## config.mk

```make
export PLATFORM = sky130hd
export DESIGN_NAME = rxc_flat
export DESIGN_NICKNAME = d
export VERILOG_FILES = /design/src/rtl/rxc_pkg.sv /design/src/rtl/rxc_if.sv /design/src/rtl/rxc_rr_arb.sv /design/src/rtl/rxc.sv /design/src/flat_wrapper.sv
export SDC_FILE = /design/constraint.sdc
export NUM_CORES = 1
export LEC_CHECK = 0
export BUFFER_PORTS_ARGS = -buffer_cell sky130_fd_sc_hd__buf_4
export CAP_MARGIN = 20
export CORE_UTILIZATION = 35
export DETAILED_ROUTE_END_ITERATION = 6
export GPL_TIMING_DRIVEN = 0
export HOLD_SLACK_MARGIN = 0.03
export PLACE_DENSITY = 0.55
export RECOVER_POWER = 100
export SYNTH_ARGS = -nofsm -noshare
export SYNTH_HDL_FRONTEND = slang
export SYNTH_HIERARCHICAL = 1
export SYNTH_SLANG_ARGS = --single-unit
export TNS_END_PERCENT = 30
```

## constraint.sdc

```tcl
create_clock -name clk -period 5.3 [get_ports clk]
set_clock_uncertainty 0.15 [all_clocks]
set_input_delay 0.53 -clock clk [delete_from_list [all_inputs] [get_ports clk]]
set_output_delay 0.53 -clock clk [all_outputs]
set_load 0.05 [all_outputs]
```

## src/rtl/rxc_pkg.sv

```systemverilog
// Shared constants and state encoding for the alink receive controller.
package rxc_pkg;

   localparam int PHY_NUM_DEF = 16;
   localparam int RR_W_DEF    = 4;

   typedef enum logic [1:0] {
      ST_IDLE = 2'b00,
      ST_REQ  = 2'b01,
      ST_RECV = 2'b10
   } rxc_state_e;

endpackage

```

## src/rtl/rxc_if.sv

```systemverilog
// PHY-side handshake bundle: master = receive controller, slave = PHY/FIFO side.
interface rxc_if
   import rxc_pkg::*;
#(
   parameter int PHY_NUM = PHY_NUM_DEF
);

   logic [PHY_NUM-1:0] rx_phy_req;
   logic               rx_fifo_room;
   logic               rx_phy_done;
   logic               rx_phy_start;
   logic [PHY_NUM-1:0] rx_phy_sel;
   logic [PHY_NUM-1:0] rx_phy_ack;
   logic               rx_tout_err;

   modport master (
      input  rx_phy_req, rx_fifo_room, rx_phy_done,
      output rx_phy_start, rx_phy_sel, rx_phy_ack, rx_tout_err
   );

   modport slave (
      output rx_phy_req, rx_fifo_room, rx_phy_done,
      input  rx_phy_start, rx_phy_sel, rx_phy_ack, rx_tout_err
   );

endinterface

```

## src/rtl/rxc_rr_arb.sv

```systemverilog
// Combinational round-robin grant: first eligible PHY above ptr, wrapping modulo PHY_NUM.
module rxc_rr_arb
   import rxc_pkg::*;
#(
   parameter int PHY_NUM = PHY_NUM_DEF,
   parameter int RR_W    = RR_W_DEF
) (
   input  logic [PHY_NUM-1:0] elig,
   input  logic [RR_W-1:0]    ptr,
   output logic               any,
   output logic [PHY_NUM-1:0] gnt,
   output logic [RR_W-1:0]    gnt_idx
);

   logic [RR_W-1:0] idx;

   always_comb begin
      any     = |elig;
      gnt_idx = '0;
      idx     = '0;
      // Scan farthest-first so the nearest eligible index is the last one written.
      for (int i = PHY_NUM; i >= 1; i--) begin
         idx = RR_W'((int'(ptr) + i) % PHY_NUM);
         if (elig[idx]) begin
            gnt_idx = idx;
         end
      end
      gnt = any ? (PHY_NUM'(1) << gnt_idx) : '0;
   end

endmodule

```

## src/rtl/rxc.sv

```systemverilog
// Receive controller: round-robin PHY grant, FIFO-room gated start, ack on done, watchdog abort.
// Start one cycle after grant at the earliest; holds in REQ while the FIFO lacks room.
module rxc
   import rxc_pkg::*;
#(
   parameter int PHY_NUM = PHY_NUM_DEF,
   parameter int RR_W    = RR_W_DEF
) (
   input  logic               clk,
   input  logic               rst_n,
   input  logic               reg_flush,
   input  logic [PHY_NUM-1:0] reg_mask,
   input  logic [31:0]        reg_tout,
   rxc_if.master              phy,
   output logic [1:0]         cur_state,
   output logic [31:0]        rx_frame_cnt
);

   rxc_state_e         state_q, state_d;
   logic [PHY_NUM-1:0] sel_q, sel_d;
   logic [31:0]        timer_q, timer_d;
   logic [31:0]        cnt_q, cnt_d;
   logic [RR_W-1:0]    ptr_q, ptr_d;

   logic [PHY_NUM-1:0] elig, gnt, ack;
   logic [RR_W-1:0]    gnt_idx;
   logic               any, start, err, tout_hit;

   assign elig     = phy.rx_phy_req & reg_mask;
   assign tout_hit = (reg_tout != 32'd0) && (timer_q == reg_tout - 32'd1);

   rxc_rr_arb #(.PHY_NUM(PHY_NUM), .RR_W(RR_W)) u_arb (
      .elig    (elig),
      .ptr     (ptr_q),
      .any     (any),
      .gnt     (gnt),
      .gnt_idx (gnt_idx)
   );

   always_comb begin
      state_d = state_q;
      sel_d   = sel_q;
      timer_d = timer_q;
      cnt_d   = cnt_q;
      ptr_d   = ptr_q;
      start   = 1'b0;
      ack     = '0;
      err     = 1'b0;
      case (state_q)
         ST_IDLE: begin
            if (any) begin
               sel_d   = gnt;
               ptr_d   = gnt_idx;
               state_d = ST_REQ;
            end
         end
         ST_REQ: begin
            if ((sel_q & reg_mask) == '0) begin
               state_d = ST_IDLE;
               sel_d   = '0;
            end else if (phy.rx_fifo_room) begin
               state_d = ST_RECV;
               timer_d = '0;
               start   = 1'b1;
            end
         end
         ST_RECV: begin
            if (phy.rx_phy_done) begin
               state_d = ST_IDLE;
               sel_d   = '0;
               timer_d = '0;
               ack     = sel_q;
               cnt_d   = cnt_q + 32'd1;
            end else if (tout_hit) begin
               state_d = ST_IDLE;
               sel_d   = '0;
               timer_d = '0;
               err     = 1'b1;
            end else begin
               timer_d = timer_q + 32'd1;
            end
         end
         default: begin
            state_d = ST_IDLE;
            sel_d   = '0;
            timer_d = '0;
         end
      endcase
      // Flush abandons any transfer silently; the frame counter survives.
      if (reg_flush) begin
         state_d = ST_IDLE;
         sel_d   = '0;
         timer_d = '0;
         ptr_d   = RR_W'(PHY_NUM - 1);
         cnt_d   = cnt_q;
         start   = 1'b0;
         ack     = '0;
         err     = 1'b0;
      end
      if (!rst_n) begin
         start = 1'b0;
         ack   = '0;
         err   = 1'b0;
      end
   end

   always_ff @(posedge clk) begin
      if (!rst_n) begin
         state_q <= ST_IDLE;
         sel_q   <= '0;
         timer_q <= '0;
         cnt_q   <= '0;
         ptr_q   <= RR_W'(PHY_NUM - 1);
      end else begin
         state_q <= state_d;
         sel_q   <= sel_d;
         timer_q <= timer_d;
         cnt_q   <= cnt_d;
         ptr_q   <= ptr_d;
      end
   end

   assign phy.rx_phy_start = start;
   assign phy.rx_phy_sel   = sel_q;
   assign phy.rx_phy_ack   = ack;
   assign phy.rx_tout_err  = err;
   assign cur_state        = state_q;
   assign rx_frame_cnt     = cnt_q;

endmodule
```

## src/flat_wrapper.sv

```systemverilog
// flat-port wrapper written by rule: the top's interface ports become plain ports
module rxc_flat import rxc_pkg::*;
#(
   parameter int PHY_NUM = PHY_NUM_DEF,
   parameter int RR_W    = RR_W_DEF
)
  (clk, rst_n, reg_flush, reg_mask, reg_tout, cur_state, rx_frame_cnt, phy_rx_phy_req, phy_rx_fifo_room, phy_rx_phy_done, phy_rx_phy_start, phy_rx_phy_sel, phy_rx_phy_ack, phy_rx_tout_err);
  rxc_if #(.PHY_NUM(PHY_NUM)) phy_i ();
  input  logic clk;
  input  logic rst_n;
  input  logic reg_flush;
  input  logic [PHY_NUM-1:0] reg_mask;
  input  logic [31:0] reg_tout;
  output logic [1:0] cur_state;
  output logic [31:0] rx_frame_cnt;
  input wire logic [$bits(phy_i.rx_phy_req)-1:0] phy_rx_phy_req;
  input wire logic [$bits(phy_i.rx_fifo_room)-1:0] phy_rx_fifo_room;
  input wire logic [$bits(phy_i.rx_phy_done)-1:0] phy_rx_phy_done;
  output wire logic [$bits(phy_i.rx_phy_start)-1:0] phy_rx_phy_start;
  output wire logic [$bits(phy_i.rx_phy_sel)-1:0] phy_rx_phy_sel;
  output wire logic [$bits(phy_i.rx_phy_ack)-1:0] phy_rx_phy_ack;
  output wire logic [$bits(phy_i.rx_tout_err)-1:0] phy_rx_tout_err;
  assign phy_i.rx_phy_req = phy_rx_phy_req;
  assign phy_i.rx_fifo_room = phy_rx_fifo_room;
  assign phy_i.rx_phy_done = phy_rx_phy_done;
  assign phy_rx_phy_start = phy_i.rx_phy_start;
  assign phy_rx_phy_sel = phy_i.rx_phy_sel;
  assign phy_rx_phy_ack = phy_i.rx_phy_ack;
  assign phy_rx_tout_err = phy_i.rx_tout_err;
  rxc #(.PHY_NUM(PHY_NUM), .RR_W(RR_W)) u_core (.clk(clk), .rst_n(rst_n), .reg_flush(reg_flush), .reg_mask(reg_mask), .reg_tout(reg_tout), .phy(phy_i), .cur_state(cur_state), .rx_frame_cnt(rx_frame_cnt));
endmodule
```

==> results.toml <==
[logic_synthesis]
syn_avg_cell_area_um2 = 8.36
ys_types = 89
ys_warn_count = 6
syn_area_um2 = 8110
synth.most_common_cell = "nand2_1"
synth_fp_nets = 1049
async_flop_share_pct = 0
yosys-top-cells-area = "dfxtp_1 (21%), mux4_2 (8.6%), xnor2_1 (8.4%)"
yosysTopAreaCellShare_pct = 21.2
synth-edff-count = 0
ys_seq_area_share_pct = 21.2
synthTopCellsByCount = "nand2_1 (112), dfxtp_1 (86), nor2_1 (79), xnor2_1 (78), and2_1 (58)"
synth_ff_type = "dfxtp_1"
yosys.area.top_type = "dfxtp_1"
syn_inst = 970
ys_ff_latch = 86

[sta]
fin_crit_sh_pct = 95.1
relSlewSlack_pct = 34.5
fmax_mhz = 198
setup_ws_ns = 0.262
period_needed_ns = 5.04
drv_slew = 0
finalHoldViolCount = 0
rsz0062_at_grt = "false"
tightestPinTransition_ns = 0.979
setup_violations = 0

[place]
place_ws_ns = -0.426
gp_congestion = 0.926
dp.cells = 1386
port_buffers = 131
hpwl_um = 19900

[floorplanning]
core-area_um2 = 22700
rows = 55
io_pins = 137
start_util_pct = 35.7
dieArea_um2 = 23800
die_y_um = 154
die_x_um = 154

[worst_setup_path]
crit_path_end_kind = "flip-flop"
critPathArrivalTime_ns = 5.16
crit_fanout = 19
regToRegSetupSlack_ns = 0.26
crit_path_start_kind = "flip-flop"
worst_ep_required_time_ns = 5.42
ff2ff_path_depth = 16
critPathKind = "flip-flop to flip-flop"

[layout]
insertedDiodeCount = 0
layout-drive-gt1-share_pct = 16.9
multi_input_area_um2 = 6080
seq_area_um2 = 1720
nets = 1192
final_util_pct = 42.1
area_growth_pct = 17.8
fill_cells = 2387
fin_cells = 1402

[job]
maxCapViolCount = 0

[route]
vias = 7773
ant_nets = 0
wl_per_cell_um = 17.9
routed_wl_um = 25000
vias_per_cell = 5.54
drt_pass1_iterations = 5
drc = 0
drtIter0Drc = 374

[pwr]
ir_drop_mv = 0.636
power.leakage_uw = 0.00332
seqPwrFrac_pct = 12.6
internal_power_uw = 2930
p_comb_share_pct = 76.1
clockPowerShare_pct = 11.3
swShare_pct = 51.8
power_switching_uw = 3150
power_density_nw_per_um2 = 637

[clock_network]
clk_latency_ns = 0.34
h-tree-depth = 3
path_clk_slew_ns = 0.06
cts_buffer_depth = 2
holdBufCountCts = 0
cts_tree = "yes"
cts_buffers = 9
root_buffer = "clkbuf_16"
clock_sink_count = 86

[global_route]
grt_start_max_net_pins = 20
overflow = 0
antenna_found_initial = 0
grt_pass1_wl_um = 40200
grt_pass1_vias = 7447
grt_usage_pct = 21.1

[hold_path]
hold_depth = 3
hold_class = "input pin to flip-flop"

[run_status]
status = "finished, final reports clean"
-- cell type report --
cell class / instances / area share (%)
Multi-Input combinational cell: 816 / 63.6
Sequential cell: 86 / 18.0
Timing Repair Buffer: 133 / 7.91
Tap cell: 285 / 3.73
Clock buffer: 12 / 2.68
Buffer: 41 / 2.26
Inverter: 26 / 1.09
Clock inverter: 3 / 0.707
-- cells by family after synthesis --
group,share of synthesized area [%]
AO/OA/AOI/OAI,12.3
AND/OR/NAND/NOR,30.9
multiplexers,17.6
XOR/XNOR,12.5
buffers and inverters,3.98
adder cells (fa/ha/maj),1.54
flip-flops,21.2
-- layout by cell type (no fill, tap or decap), types with 4 or more instances in the layout --
master | netlist | routed
o211ai_1 | 6 | 6
nor2b_1 | 8 | 8
nand2_1 | 112 | 112
or3_1 | 12 | 12
nand3b_1 | 4 | 4
mux4_2 | 31 | 31
a21boi_0 | 9 | 10
o21ai_1 | 4 | 4
buf_6 | 4 | 4
nand3_1 | 34 | 34
nor2_1 | 79 | 79
clkbuf_1 | 21 | 91
o22ai_1 | 5 | 5
xor2_1 | 36 | 36
buf_4 | 5 | 69
a21oi_1 | 23 | 23
a211oi_1 | 6 | 6
xnor2_1 | 78 | 78
clkbuf_16 | 0 | 9
nor4_1 | 14 | 15
nor3_1 | 29 | 29
and3_1 | 17 | 17
nand4_1 | 22 | 22
mux2_2 | 20 | 19
nand2b_1 | 8 | 8
and2_1 | 58 | 40
nor4_2 | 7 | 6
ha_1 | 10 | 10
and4_1 | 12 | 12
and2_0 | 0 | 18
inv_1 | 21 | 21
a221oi_1 | 6 | 6
a22o_1 | 7 | 7
dfxtp_1 | 86 | 86
o21ai_0 | 25 | 24
mux2i_1 | 50 | 48
buf_2 | 11 | 6
-- per-layer routing --
metal  vias up  routed length (um)  GRT usage [%]
met5         -                   0              0
met4         0                 372           5.67
met3        25                1240           2.97
met2       197               11900           36.1
met1      3713               11500           27.7
li1       3838                   -              -
-- worst paths after layout --
path | start | end
worst max-delay path | u_core/ptr_q[1]$_SDFFE_PP1P_ | u_core/phy.rx_phy_sel[2]$_SDFFE_PP0P_
worst min-delay path | phy_rx_fifo_room | u_core/cur_state[0]$_SDFFE_PP0P_
worst max register to register | u_core/ptr_q[1]$_SDFFE_PP1P_ | u_core/phy.rx_phy_sel[2]$_SDFFE_PP0P_
worst min register to register | u_core/phy.rx_phy_sel[1]$_SDFFE_PP0P_ | u_core/phy.rx_phy_sel[1]$_SDFFE_PP0P_
-- power by group through the flow --
stage	clock network, uW	registers (uW)	logic [uW]
floorplan	0	876	3320
global placement	0	784	4490
detailed placement	0	785	4510
CTS	707	770	4540
global route	735	778	5000
finish	690	767	4630
-- state kept, by name (all words and copies together), names as in the netlist --
name / count
u_core/cur_state: 2
u_core/phy.rx_phy_sel: 16
u_core/ptr_q: 4
u_core/rx_frame_cnt: 32
u_core/timer_q: 32
-- repair_timing --
action	in CTS	in global routing
gates resized for setup	3	5
setup endpoints to repair	19	13
pin swaps	0	1
setup buffers	0	2
-- stage by stage --
| step | area [um2] | TNS (ns) | power (uW) | hold WS [ns] |
|---|---|---|---|---|
| after detailed placement | 9450 | -5.28 | 5290 | 0.337 |
| after global placement | 9450 | -5.24 | 5270 | 0.340 |
| after floorplan | 8110 | 0 | 4190 | 0.327 |
| final | 9560 | 0 | 6090 | 0.338 |
| after global routing | 9560 | 0 | 6510 | 0.355 |
| after CTS | 9780 | 0 | 6010 | 0.324 |
-- critical path, stage by stage (launching register included) --
cell and delay [ns]:
dfxtp_1 0.46, clkbuf_4 0.29, buf_4 0.31, inv_1 0.23
ha_1 0.37, buf_4 0.22, mux2i_1 0.40, mux2i_1 0.16
mux4_2 0.61, a211o_1 0.26, a211o_1 0.27, a21oi_1 0.19
o32a_1 0.35, nand2b_1 0.20, nor4_2 0.26, nand2_1 0.09
mux2i_1 0.13
Power figures use the tool's default switching activity.
